**src/rtl/rv32m_pkg.sv**
```systemverilog
// rv32m_pkg: shared op codes, divider FSM states and iteration count
package rv32m_pkg;
    typedef enum logic [1:0] {
        OP_DIV  = 2'b00,
        OP_DIVU = 2'b01,
        OP_REM  = 2'b10,
        OP_REMU = 2'b11
    } op_t;
    typedef enum logic [1:0] {S_IDLE, S_CALC, S_FIX, S_DONE} state_t;
    localparam int ITERS = 32;
endpackage

```
**src/rtl/rv32m_divider_cla.sv**
```systemverilog
// carry_lookahead_adder: generate/propagate adder, carries resolved from g/p terms
module carry_lookahead_adder #(
    parameter int N = 33
) (
    input  logic [N-1:0] in_a,
    input  logic [N-1:0] in_b,
    input  logic         in_cin,
    output logic [N-1:0] out_sum
);
    logic [N-1:0] g;
    logic [N-1:0] p;
    logic         carry;
    // sum bits from per-bit propagate xor the carry built from generate/propagate
    always_comb begin
        g     = in_a & in_b;
        p     = in_a ^ in_b;
        carry = in_cin;
        out_sum = '0;
        for (int i = 0; i < N; i++) begin
            out_sum[i] = p[i] ^ carry;
            carry      = g[i] | (p[i] & carry);
        end
    end
endmodule

```
**src/rtl/rv32m_divider.sv**
```systemverilog
// rv32m_divider: iterative restoring divider for RV32M DIV/DIVU/REM/REMU
module rv32m_divider
    import rv32m_pkg::*;
#(
    parameter int W = 32
) (
    input  logic         clk,
    input  logic         rst_n,
    input  logic         in_valid,
    output logic         in_ready,
    input  logic [1:0]   in_op,
    input  logic [W-1:0] in_dividend,
    input  logic [W-1:0] in_divisor,
    input  logic         in_flush,
    output logic         out_valid,
    input  logic         out_ready,
    output logic [W-1:0] out_result
);
    state_t       state, next_state;
    logic [5:0]   cnt;
    logic [W-1:0] dsr, quot, rem, result, fix_x;
    logic         is_rem, fix_neg;
    logic         in_signed, in_rem, a_neg, b_neg, div_zero, ovf, accept;
    logic [W:0]   cla_a, cla_b, cla_sum, shifted;

    assign in_signed = (in_op == OP_DIV) || (in_op == OP_REM);
    assign in_rem    = (in_op == OP_REM) || (in_op == OP_REMU);
    assign a_neg     = in_signed & in_dividend[W-1];
    assign b_neg     = in_signed & in_divisor[W-1];
    assign div_zero  = in_divisor == '0;
    assign ovf       = in_signed && in_dividend == {1'b1, {(W-1){1'b0}}} && (&in_divisor);
    assign accept    = in_valid & in_ready & ~in_flush;

    assign in_ready   = state == S_IDLE;
    assign out_valid  = state == S_DONE;
    assign out_result = out_valid ? result : '0;

    // the adder subtracts the divisor while iterating and negates the selected result in FIX
    assign shifted = {rem, quot[W-1]};
    assign fix_x   = is_rem ? rem : quot;
    assign cla_a   = (state == S_FIX) ? ~{1'b0, fix_x} : shifted;
    assign cla_b   = (state == S_FIX) ? '0 : ~{1'b0, dsr};

    carry_lookahead_adder #(.N(W + 1)) u_cla (
        .in_a   (cla_a),
        .in_b   (cla_b),
        .in_cin (1'b1),
        .out_sum(cla_sum)
    );

    // state register
    always_ff @(posedge clk or negedge rst_n) begin
        if (!rst_n) state <= S_IDLE;
        else        state <= next_state;
    end

    // next state; special-case operands jump straight to FIX with a ready-made result
    always_comb begin
        next_state = state;
        case (state)
            S_IDLE:  if (in_valid) next_state = (div_zero || ovf) ? S_FIX : S_CALC;
            S_CALC:  if (cnt == 6'(ITERS - 1)) next_state = S_FIX;
            S_FIX:   next_state = S_DONE;
            S_DONE:  if (out_ready) next_state = S_IDLE;
            default: next_state = S_IDLE;
        endcase
        if (in_flush) next_state = S_IDLE;
    end

    // operand capture, restoring iterations and final sign fix-up
    always_ff @(posedge clk or negedge rst_n) begin
        if (!rst_n) begin
            cnt     <= '0;
            dsr     <= '0;
            quot    <= '0;
            rem     <= '0;
            result  <= '0;
            is_rem  <= 1'b0;
            fix_neg <= 1'b0;
        end else if (accept) begin
            cnt     <= '0;
            dsr     <= b_neg ? -in_divisor : in_divisor;
            quot    <= div_zero ? '1 : ovf ? in_dividend : a_neg ? -in_dividend : in_dividend;
            rem     <= div_zero ? in_dividend : '0;
            is_rem  <= in_rem;
            fix_neg <= (div_zero || ovf) ? 1'b0 : in_rem ? a_neg : a_neg ^ b_neg;
        end else if (state == S_CALC) begin
            rem  <= cla_sum[W] ? shifted[W-1:0] : cla_sum[W-1:0];
            quot <= {quot[W-2:0], ~cla_sum[W]};
            cnt  <= (cnt == 6'(ITERS)) ? cnt : cnt + 6'd1;
        end else if (state == S_FIX) begin
            result <= fix_neg ? cla_sum[W-1:0] : fix_x;
        end
    end
endmodule

```
**config.mk**
```make
export PLATFORM = sky130hd
export DESIGN_NAME = rv32m_divider
export DESIGN_NICKNAME = d
export VERILOG_FILES = /design/src/rtl/rv32m_pkg.sv /design/src/rtl/rv32m_divider_cla.sv /design/src/rtl/rv32m_divider.sv
export SDC_FILE = /design/constraint.sdc
export NUM_CORES = 1
export LEC_CHECK = 0
export ABC_CLOCK_PERIOD_IN_PS = 30400
export CORE_MARGIN = 10
export CORE_UTILIZATION = 55
export CTS_BUF_LIST = sky130_fd_sc_hd__clkbuf_16
export DETAILED_ROUTE_END_ITERATION = 8
export GPL_TIMING_DRIVEN = 0
export PLACE_DENSITY = 0.85
export SLEW_MARGIN = 30
export SYNTH_ARGS = -nofsm -noshare
export SYNTH_HDL_FRONTEND = slang
export SYNTH_SLANG_ARGS = --single-unit
```
**constraint.sdc**
```tcl
create_clock -name clk -period 30.4 [get_ports clk]
set_input_delay 4.56 -clock clk [delete_from_list [all_inputs] [get_ports clk]]
set_output_delay 4.56 -clock clk [all_outputs]
set_load 0.005 [all_outputs]
```
== Yosys cells after proc, flatten, opt, wreduce, memory -nomap -nowiden ==
Cells that the tools add are included.
Storage, ports and cells
  register bits: 138
  bits of input ports: 71
  output and inout port bits: 34
  word-level logic and storage cells: 171
Cells by class
  add/subtract/negate cells: 3
  eq/ne operators: 12
  muxes and demuxes: 26
  bitwise operators: 109
  reduce and logical (&&, ||, !) cells: 13
Operators by type and width (count)
  2-to-1 mux 32 bit: 13
  2-to-1 mux 33 bit: 2
  inverter 32 -> 33 bit: 2
  negation 32 bit: 2
  AND 1 bit: 35
  bitwise XOR 1 bit: 33
  bitwise XOR 33 bit: 1
  AND 32 bit: 1
  == test 32 bit, second input constant: 1
  logical NOT 32 bit: 1
  OR 1 bit: 32
  AND reduction 32 bit: 1
  2-to-1 mux 6 bit: 3
  2-to-1 mux 2 bit: 5
  == test 2 bit, second input constant: 4
  case mux 2 bit (4 select lines): 1
  adder 6 x 1 -> 6 bit, second input constant: 1
  == test 6 x 5 -> 1 bit, second input constant: 1
  == test 6 bit, second input constant: 1
  inequality test 3 x 2 -> 1 bit, second input constant: 2
  AND reduction 3 bit: 2
  inverter 1 bit: 5
  logical NOT 2 bit: 2
  logical OR 1 bit: 3
  other kinds (7): 9

== Depth between registers and ports, before layout ==
Gate-level depths: netlist (run 1).
  word-level depth: 71
  depth in mapped cells: 45
  depth with buffers taken out: 42

== Modules after synthesis ==
A second synthesis (run 1) with hierarchy kept.
Second synthesis, totals
  cells, all modules: 1103
  area total of the unflattened synthesis: 9830.7 sq um
Modules (own cells, without submodules)
  rv32m_divider: times used 1, cells each 1065, area an instance 9147.5 sq um, sequential area each 3453.3 sq um
  carry_lookahead_adder: times used 1, cells each 38, area an instance 683.2 sq um, sequential area each 0.0 sq um

== Worst setup path after synthesis (run 1) ==
OpenSTA, ideal clock, no wires.
  path kind: register to register
  start: reg state[0]
  end: reg rem[1]
  library setup time: 131 ps
  arrival: 14011 ps
  data required time: 30269 ps
  setup slack: 16258 ps
  cell stages (with the launch flop): 46
  path buffers: 3
  clock period less this slack: 14142 ps
  path through: dfrtp_1 > inv_1 > ha_1 > clkbuf_1 > buf_1 > mux2i_1 > ha_1 > inv_1 > fa_1 > fa_1 > fa_1 > inv_1 > fa_1 > fa_1 > fa_1 > fa_1 > fa_1 > fa_1 > (+10 left out) > fa_1 > fa_1 > fa_1 > fa_1 > fa_1 > fa_1 > fa_1 > fa_1 > fa_1 > fa_1 > fa_1 > fa_1 > xnor2_1 > clkbuf_1 > mux2i_1 > nand2_1 > o211ai_1 > o31ai_1
On the way
  cells in the longest elaborated chain, start to end: 70
  elaborated cells on any way between the ends: 78
  those cells by class: eq/ne: 2; mux: 5; bitwise: 69; reduce/logical: 2
Ends and longest elaborated chain
  start: declaration: RTL line rv32m_divider.sv:19  | state_t state, next_state;
  start signal: assignment: RTL line rv32m_divider.sv:54  | else state <= next_state;
  == test 2 bit: RTL line rv32m_divider.sv:41, rv32m_divider.sv:42
  2-to-1 mux 33 bit (on tied branches): RTL line rv32m_divider.sv:41, rv32m_divider.sv:42
  AND 32 bit / bitwise XOR 33 bit (equally long branches): RTL line rv32m_divider_cla.sv:15, rv32m_divider_cla.sv:16
  OR 1 bit: RTL line rv32m_divider_cla.sv:21  | carry = g[i] | (p[i] & carry);
  AND 1 bit: RTL line rv32m_divider_cla.sv:21
  OR 1 bit: RTL line rv32m_divider_cla.sv:21
  AND 1 bit: RTL line rv32m_divider_cla.sv:21
  OR 1 bit: RTL line rv32m_divider_cla.sv:21
  (+54 left out)
  AND 1 bit: RTL line rv32m_divider_cla.sv:21
  OR 1 bit: RTL line rv32m_divider_cla.sv:21
  AND 1 bit: RTL line rv32m_divider_cla.sv:21
  OR 1 bit: RTL line rv32m_divider_cla.sv:21
  bitwise XOR 1 bit: RTL line rv32m_divider_cla.sv:20  | out_sum[i] = p[i] ^ carry;
  2-to-1 mux 32 bit: RTL line rv32m_divider.sv:88  | rem <= cla_sum[W] ? shifted[W-1:0] : cla_sum[W-1:0];
  2-to-1 mux 32 bit: RTL line rv32m_divider.sv:87  | end else if (state == S_CALC) begin
  2-to-1 mux 32 bit: RTL line rv32m_divider.sv:80  | end else if (accept) begin
  end signal: assignment: RTL line rv32m_divider.sv:84  | rem <= div_zero ? in_dividend : '0;
  end signal: assignment: RTL line rv32m_divider.sv:88
  end: declaration: RTL line rv32m_divider.sv:21  | logic [W-1:0] dsr, quot, rem, result, fix_x;
Parallel ways exist; a longest one is shown, timed or not. The select of a mux whose other input is x is not followed.
A chain may end at the register's enable or synchronous reset.

== Worst setup path in the final report (run 1) ==
  start: reg is_rem
  end: reg rem[5]
On the way
  cells in the longest elaborated chain, start to end: 71
  elaborated cells on any way between the ends: 73
  those cells by class: mux: 5; bitwise: 68
Ends and longest elaborated chain
  start: declaration: RTL line rv32m_divider.sv:22  | logic is_rem, fix_neg;
  start signal: assignment: RTL line rv32m_divider.sv:85  | is_rem <= in_rem;
  2-to-1 mux 32 bit (*): RTL line rv32m_divider.sv:40  | assign fix_x = is_rem ? rem : quot;
  inverter 32 -> 33 bit (*): RTL line rv32m_divider.sv:41  | assign cla_a = (state == S_FIX) ? ~{1'b0, fix_x} : shifted;
  2-to-1 mux 33 bit (*): RTL line rv32m_divider.sv:41
  AND 32 bit / bitwise XOR 33 bit (equally long branches): RTL line rv32m_divider_cla.sv:15, rv32m_divider_cla.sv:16
  OR 1 bit: RTL line rv32m_divider_cla.sv:21
  AND 1 bit: RTL line rv32m_divider_cla.sv:21
  OR 1 bit: RTL line rv32m_divider_cla.sv:21
  AND 1 bit: RTL line rv32m_divider_cla.sv:21
  (+55 left out)
  AND 1 bit: RTL line rv32m_divider_cla.sv:21
  OR 1 bit: RTL line rv32m_divider_cla.sv:21
  AND 1 bit: RTL line rv32m_divider_cla.sv:21
  OR 1 bit: RTL line rv32m_divider_cla.sv:21
  bitwise XOR 1 bit: RTL line rv32m_divider_cla.sv:20
  2-to-1 mux 32 bit (*): RTL line rv32m_divider.sv:88
  2-to-1 mux 32 bit (*): RTL line rv32m_divider.sv:87
  2-to-1 mux 32 bit (*): RTL line rv32m_divider.sv:80
Every way passes the cells marked *; elsewhere a longest branch is shown, timed or not. The select of a mux whose other input is x is not followed.

==> results.md, run 1 <==
- The critical-path maximum fanout is 10.
- Sorting the synthesized cells by how often they occur yields dfrtp_1, nand2_1, mux2i_1.
- Routability-driven placement finished with a final weighted congestion of 0.9838.
- The first global-routing pass estimated about 49 mm of wire.
- The maximum buffer depth of the clock tree is 2.
- Clock-pin slew was measured on the worst setup and hold paths at about 60 ps.
- The horizontal extent of the die is 153.7 um.
- In the routed layout, each cell is associated on average with a via count of ~6.4.
- The post-synthesis compound-gate area fraction is ~16%.
- The accumulated negative setup slack is 0 ps.
- The share of the yosys chip area belonging to registers is between 30% and 40%.
- The number of clock buffers added by TritonCTS is 17.
- The worst max-slew margin expressed relative to the limit is about a third.
- The detailed router finished its first iteration with ~990 violations.
- The analysis attributes to cell leakage a power of 4.680 nW.
- The required time of the worst setup path is roughly 31000 ps.
- For this design the ratio of total power to cell area is 118.5 mW/mm^2.
- The CTS tree is done.
- Across every metal layer, demand over resource in global routing totals 25.94%.
- The number of antenna violations at the first check in global routing is 1.
- The average instance area after synthesis is 9.424 um^2.
- The area share of and/or/nand/nor cells after synthesis is a little under a fifth.
- Hold is met by ~470 ps.
- The number of core rows is 48.
- The post-synthesis register bit count is about 140.
- The synthesized net count is 1156.
- The number of max-slew violations in the final report came to 0.
- The largest vdd supply drop is approximately 0.000068 V.
- Data on the critical path arrives at its endpoint at ~17000 ps.
- The top-area cell type share of the netlist area is 35.13%.
- Dividing the final minimum period by the clock period gives between 50 and 60%.
- The H-tree depth is 4.
- The routed wirelength normalized by instance count is 22.10 um.
- The via count of the first global-routing pass came to 9180.
- The first detailed-routing pass took 5 iterations.
- The post-CTS setup repair buffer count is 0.
- Counting both buffers and inverters, the worst setup path holds a total of 5.
- The detailed placer's ending HPWL is 23.01 mm.
- On the worst path, the slowest cell contributes a delay of 820 ps.
- The cell area that synthesis handed to floorplanning was between 0.009 and 0.01 mm^2.
- The worst path in the final design needs a cycle of 16290 ps, including I/O delays and setup.
- The number of buffers added on ports is about 100.
- Of all cell types, the one taking the most synthesized area is dfrtp_1.
- From synthesis to final layout, the design area changed by 20.40%.
- The number of nets still failing antenna checks after routing is 0.
- The cell with the largest stage delay on the worst path is xnor2_1.
- After synthesis, the cell types taking the most area are dfrtp_1, mux2i_1, fa_1.
- The detailed-route wire length is a little over 30 mm.
- The max-cap violation count is 0.
- The count of final setup violators is 0.
- After synthesis, the largest family of logic cells by area is simple AND/OR/NAND/NOR gates.
- The net count of the finished layout is 1280.
- The worst hold path belongs to the class reg2reg.
- The buffer cell driving the clock tree root is clkbuf_16.
- The category of the worst setup path capture point is a flip-flop.
- The dominant register cell in the synthesized netlist is dfrtp_1.
- The Yosys step of the flow raised 0 warnings.
- The post-synthesis share of cell area spent on full adders, half adders and majority gates is 7.714%.
- The fraction of synthesized cell area in xor and xnor cells is between 4 and 5%.
- The portion of synthesized area spent on multiplexers is 15.31%.
- The global-route congestion overflow total is 0.
- The pin count of the biggest net entering global routing is 71.
- The effective utilization at floorplan is between 50% and 60%.
- Broken down by cell family, the worst path's largest delay share belongs to adder cells.
- The TritonCTS sink count is approximately 140.
- The area of all placed cells without fillers is 0.01184 mm^2.
- The maximum clock rate is between 60 and 70 MHz.
- 0 antenna diodes ended up in the layout.
- The number of failing hold endpoints at the final stage is 0.
- The floorplan die height is about 150 um.
- The worst-skew pair later-pin latency is ~430 ps.
- The count of unresolved DRC violations after routing is 0.
- For this run, asynchronously set or reset flops after synthesis account for between 90% and 100%.
- In this run the standard cell core region covers roughly 0.017 mm^2.
- The via count of the routed design is between 8000 and 9000.
- The critical path class is reg2reg.
- Setup repair after global routing left no endpoint under its margin.
- dfrtp_1 is the most common cell in the netlist.
- In this run, synthesis inferred 0 flip-flops with an integrated enable.
- The number of gates resized after CTS is 0.
- The run finished with clean final reports.
- During I/O placement, the number of pins put on the boundary was 105.
- Hold repair after CTS inserted 0 buffers.
- The measured slew at the worst slew-check pin is 1009 ps.
- The area after detailed placement is between 0.01 and 0.015 mm^2.
- The post-synthesis cell type count is between 50 and 60.
- The worst setup path is launched from a flip-flop.
- Clock skew on the completed layout was measured at around 5.3 ps.
- The die covers 0.02362 mm^2.
- The library cell appearing most often on the critical path is fa_1.
- After technology mapping, the gate count stands at between 1000 and 1500.
- The share of post-route cells with drive strength above 1 is about an eighth.
==> per-layer routing <==
layer	GRT usage, %	wire length, um
met1	31.65	12190
met2	41.80	14510
met3	8.312	3378
met4	9.897	960
met5	0.8621	11
==> report_power, final <==
| part | internal, mW | total (mW) | switching (mW) |
|---|---|---|---|
| clock network | 0.146 | 0.230 | 0.0843 |
| logic | 0.356 | 0.831 | 0.474 |
| registers | 0.272 | 0.342 | 0.0695 |
| total | 0.774 | 1.40 | 0.628 |
==> logic make-up (layout without fill, tap and decap cells) <==
family                   Yosys count  count (layout)
XOR/XNOR                          50              50
AO/OA/AOI/OAI                    238             238
AND/OR/NAND/NOR                  342             342
flip-flops                       138             138
adder cells (fa/ha/maj)           42              42
buffers and inverters             87             224
multiplexers                     146             146
==> tightest hold or removal path: cells and delay by family (launching register included) <==
| family | cells | cell delay [ps] |
|---|---|---|
| compound gates | 1 | 60 |
| flops | 1 | 330 |
| simple gates | 1 | 50 |
==> final cells by class <==
class / count / area, um^2
clock inverters: 15 / 224.0
repair buffers: 105 / 1074
multi-input cells: 818 / 6022
flip-flops and latches: 138 / 3453
plain buffers: 71 / 295.3
clock buffers: 17 / 425.4
inverters: 16 / 60.06
fillers: 1356 / 5582
well taps: 225 / 281.5
==> placed cells by master (no fill, tap or decap), types with 6 or more instances in the layout <==
cell,synthesis,layout
dfrtp_1,138,138
nand2_1,125,125
mux2i_1,111,111
clkdlybuf4s50_1,0,103
a21oi_1,63,63
clkbuf_1,50,50
o21ai_0,49,49
o211ai_1,48,48
nor2_1,42,42
mux2_2,35,35
or2_2,32,32
and2_1,32,32
fa_1,31,31
a31o_2,29,29
xnor2_1,27,27
xor2_1,23,23
nor3_1,20,20
clkbuf_16,0,17
inv_1,15,16
or4_1,14,14
nor2b_1,13,13
nand4_1,12,12
a31oi_1,11,11
ha_1,11,11
buf_1,11,10
a22oi_1,9,9
nand3_1,8,8
nor4_1,7,7
or3_1,6,6
buf_4,6,6
a21boi_0,6,6
==> flip-flops by register name (all words and copies together) (netlist names) <==
signal / cells
result: 32
dsr: 32
fix_neg: 1
is_rem: 1
rem: 32
state: 2
cnt: 6
quot: 32
==> final timing paths <==
path | startpoint | to | slack, ps | depth (start not counted)
worst max-delay path | is_rem$_DFFE_PN0P_ | rem[5]$_DFFE_PN0P_ | 14110 | 44
worst min-delay path | dsr[26]$_DFFE_PN0P_ | dsr[26]$_DFFE_PN0P_ | 470 | 2
worst max register to register | is_rem$_DFFE_PN0P_ | rem[5]$_DFFE_PN0P_ | 14110 | 44
worst min register to register | dsr[26]$_DFFE_PN0P_ | dsr[26]$_DFFE_PN0P_ | 470 | 2
max in group asynchronous | rst_n | cnt[0]$_DFFE_PN0P_ | 25570 | 2
min in group asynchronous | rst_n | dsr[29]$_DFFE_PN0P_ | 4070 | 1
==> stage by stage <==
| stage | setup WS (ps) | utilization (%) | power [mW] | cells |
|---|---|---|---|---|
| 2_1_floorplan | 16260 | - | 0.9065 | 1043 |
| 3_3_place_gp | 14570 | 64.03 | 1.099 | 1372 |
| 3_5_place_dp | 14460 | 64.22 | 1.142 | 1373 |
| 4_1_cts | 14350 | 67.95 | 1.387 | 1405 |
| 5_1_grt | 13780 | 67.95 | 1.504 | 1405 |
| 6_report | 14110 | 67.95 | 1.403 | 1405 |
Note: power is estimated with default switching activity, not from simulation.
==> run 2: changes to the inputs <==
--- a/config.mk
+++ b/config.mk
@@ -5,13 +5,13 @@
 export SDC_FILE = /design/constraint.sdc
 export NUM_CORES = 1
 export LEC_CHECK = 0
-export ABC_CLOCK_PERIOD_IN_PS = 30400
+export ABC_CLOCK_PERIOD_IN_PS = 13200
 export CORE_MARGIN = 10
-export CORE_UTILIZATION = 55
+export CORE_UTILIZATION = 52
 export CTS_BUF_LIST = sky130_fd_sc_hd__clkbuf_16
 export DETAILED_ROUTE_END_ITERATION = 8
 export GPL_TIMING_DRIVEN = 0
-export PLACE_DENSITY = 0.85
+export PLACE_DENSITY = 0.84
 export SLEW_MARGIN = 30
 export SYNTH_ARGS = -nofsm -noshare
 export SYNTH_HDL_FRONTEND = slang
==> constraint.sdc (replaced) <==
create_clock -name clk -period 13.2 [get_ports clk]
set_input_delay 1.98 -clock clk [delete_from_list [all_inputs] [get_ports clk]]
set_output_delay 1.98 -clock clk [all_outputs]
set_load 0.005 [all_outputs]
==> run 2 against run 1 <==
Via count down 1.1%; final cell count up 0.78%; sequential share of layout area down 0.50 points; final area up 1.8%; register-to-register slack worse by 14000 ps; clock power up 110%; clock skew down 0.60 ps; utilization down 3.3 points; sequential power up 130%; largest cell class unchanged; highest routed layer is now met4.
==> results.md, run 2 (synthesis results as in run 1) <==
- The total of hold buffers inserted after clock tree synthesis is 0 (unchanged).
- The critical path launch point type is a flip-flop (unchanged).
- The via count of the first global-routing pass is 8864 (was 9180).
- Result of the run: finished, final reports clean (unchanged).
- The worst-skew pair later-pin latency is 430 ps (about the same).
- The required time of the worst setup path is 13520 ps (was 30720 ps).
- The effective utilization at floorplan is 52.72% (was 56.44%).
- The largest vdd supply drop came to 0.0001345 V (was 0.00006843 V).
- The global-route wire length before repair came to 48.82 mm (was 49.47 mm).
- The buffer cell driving the clock tree root was clkbuf_16 (unchanged).
- The final weighted congestion of routability-driven global placement is 0.9410 (was 0.9838).
- The critical path class is reg2reg (unchanged).
- The antenna diode instance count is 0 (unchanged).
- The net count reported at finish is 1283 (was 1280).
- The number of antenna violations at the first check in global routing is 0 (was 1).
- The count of final setup violators is 0 (unchanged).
- The part of the cycle the worst path needs was 98.78% (was 53.57%).
- The arrival time reported for the critical path endpoint is 13360 ps (was 16600 ps).
- The count of buffering cells on the critical path with inverters included is 5 (unchanged).
- The cell with the largest stage delay on the worst path is dfrtp_1 (was xnor2_1).
- The maximum buffer depth of the clock tree is 2 (unchanged).
- The TritonCTS sink count was 138 (unchanged).
- The number of failing hold endpoints at the final stage is 0 (unchanged).
- The path class of the lowest-slack min-delay path is reg2reg (unchanged).
- The pin count of the biggest net entering global routing is 77 (was 71).
- The category of cells accounting for the largest share of critical-path delay was adder cells (unchanged).
- The worst max-slew margin expressed relative to the limit was 32.42% (was 32.26%).
- The accumulated negative setup slack is 0 ps (unchanged).
- The floorplan die height is 157.5 um (was 153.7 um).
- The number of max-slew violations in the final report is 0 (unchanged).
- The detailed placer's ending HPWL is 23.27 mm (was 23.01 mm).
- The number of core rows is 50 (was 48).
- The per-cell via count in the routed design was 6.230 (was 6.351).
- The CTS tree is done (unchanged).
- The H-tree depth is 4 (unchanged).
- The floorplan die area is 0.02480 mm^2 (was 0.02362 mm^2).
- The global router's overall resource usage is 25.18% (was 25.94%).
- The final worst clock skew is 4.737 ps (was 5.340 ps).
- The post-CTS clock slew at the launch and capture registers of the worst setup and hold paths was 60 ps (about the same).
- The I/O pin count came to 105 (unchanged).
- The layout-stage area growth over the synthesis result is 22.57% (was 20.40%).
- The measured slew at the worst slew-check pin came to 1014 ps (was 1009 ps).
- The number of buffers added on ports is 104 (unchanged).
- The first-pass iteration count of the detailed router came to 5 (unchanged).
- The max-cap violation count was 0 (unchanged).
- The clock period minus worst slack is 13040 ps (was 16290 ps).
- RSZ-0062 raised after global routing: yes (was no).
- The leading cell type in the layout, fill and taps excluded is dfrtp_1 (unchanged).
- The number of nets still failing antenna checks after routing is 0 (unchanged).
- The critical-path maximum fanout is 10 (unchanged).
- The detailed-route wire length came to 31.10 mm (was 31.05 mm).
- The placeable core region is 0.01864 mm^2 (was 0.01742 mm^2).
- The number of fill cells in the layout is 1484 (was 1356).
- The delay of the slowest cell on the worst path is 430 ps (was 820 ps).
- Highest-count cells in the layout ignoring fill and taps: dfrtp_1, nand2_1, mux2i_1 (unchanged).
- The static leakage is 4.731 nW (was 4.680 nW).
- The library cell appearing most often on the critical path is fa_2 (was fa_1).
- The DRC violation total after the first TritonRoute iteration is 982 (was 989).
- The via count of the routed design is 8822 (was 8923).
- The count of unresolved DRC violations after routing is 0 (unchanged).
- The total power divided by cell area came to 279.9 mW/mm^2 (was 118.5 mW/mm^2).
- The global-route congestion overflow total came to 0 (unchanged).
- The share of post-route cells with drive strength above 1 came to 17.43% (was 13.05%).
- The maximum clock rate is 76.69 MHz (was 61.40 MHz).
- The horizontal extent of the die is 157.5 um (was 153.7 um).
- The number of buffers created by CTS is 17 (unchanged).
- The routed wirelength normalized by instance count is 21.96 um (was 22.10 um).
- The category of the worst setup path capture point was a flip-flop (unchanged).
- The overall power after layout is 3.372 mW (was 1.403 mW).
==> run 2: changes by cell type in the layout (fill, tap and decap cells not counted), moves of 3 or more <==
cell,change
fa_1,-31
fa_2,+31
clkbuf_1,-11
buf_4,+5
buf_8,+4
clkinv_4,-3
ha_1,-3
==> run 2: repair_timing <==
item	CTS	global route
endpoints found under the setup margin	35	33
gates resized for setup	28	21
gates cloned	0	1
pin swaps	4	7
buffers inserted	4	1
==> run 2: stage by stage <==
step	std cells	setup slack, ps	instance area, um^2	hold slack, ps	util, %
floorplan	1043	33.54	9932	430.5	-
global placement	1381	-1143	11270	445.1	60.43
detailed placement	1382	-1181	11300	464.0	60.60
CTS	1414	2.180	11980	475.1	64.27
global route	1416	-49.33	12050	490.6	64.62
finish	1416	160.5	12050	472.7	64.62
==> run 2: power breakdown <==
group | internal [mW] | switching, mW
logic | 0.991 | 1.12
clock network | 0.290 | 0.184
registers | 0.628 | 0.162
==> run 2: final timing paths <==
kind,startpoint,end,slack (ps),cells past startpoint
worst max register to register,state[1]$_DFFE_PN0P_,rem[7]$_DFFE_PN0P_,160,43
worst max-delay path,state[1]$_DFFE_PN0P_,rem[7]$_DFFE_PN0P_,160,43
min in group asynchronous,rst_n,result[23]$_DFFE_PN0P_,1490,1
max in group asynchronous,rst_n,result[8]$_DFFE_PN0P_,10950,2
worst min-delay path,dsr[16]$_DFFE_PN0P_,dsr[16]$_DFFE_PN0P_,470,2
worst min register to register,dsr[16]$_DFFE_PN0P_,dsr[16]$_DFFE_PN0P_,470,2
==> run 2: area by class of cell <==
cell class | instances | area (um^2) | area share [%]
Buffer | 68 | 381.6 | 3.168
Clock buffer | 17 | 425.4 | 3.531
Clock inverter | 14 | 141.4 | 1.174
Inverter | 16 | 60.06 | 0.4985
Multi-Input combinational cell | 818 | 6157 | 51.11
Sequential cell | 138 | 3455 | 28.67
Tap cell | 234 | 292.8 | 2.430
Timing Repair Buffer | 111 | 1135 | 9.419
==> run 2: tightest hold or removal path, cell delays in order, from the launching register on <==
cell	delay, ps
dfrtp_1	330
nand2_1	60
nand2_1	50
==> run 2: per-layer routing <==
metal / up-vias / wire length (um) / global-route usage (%)
met3: 62 / 3057 / 5.841
met4: 0 / 685 / 9.216
met2: 454 / 14740 / 40.97
li1: 4016 / - / -
met5: - / 0 / 0
met1: 4290 / 12620 / 31.98
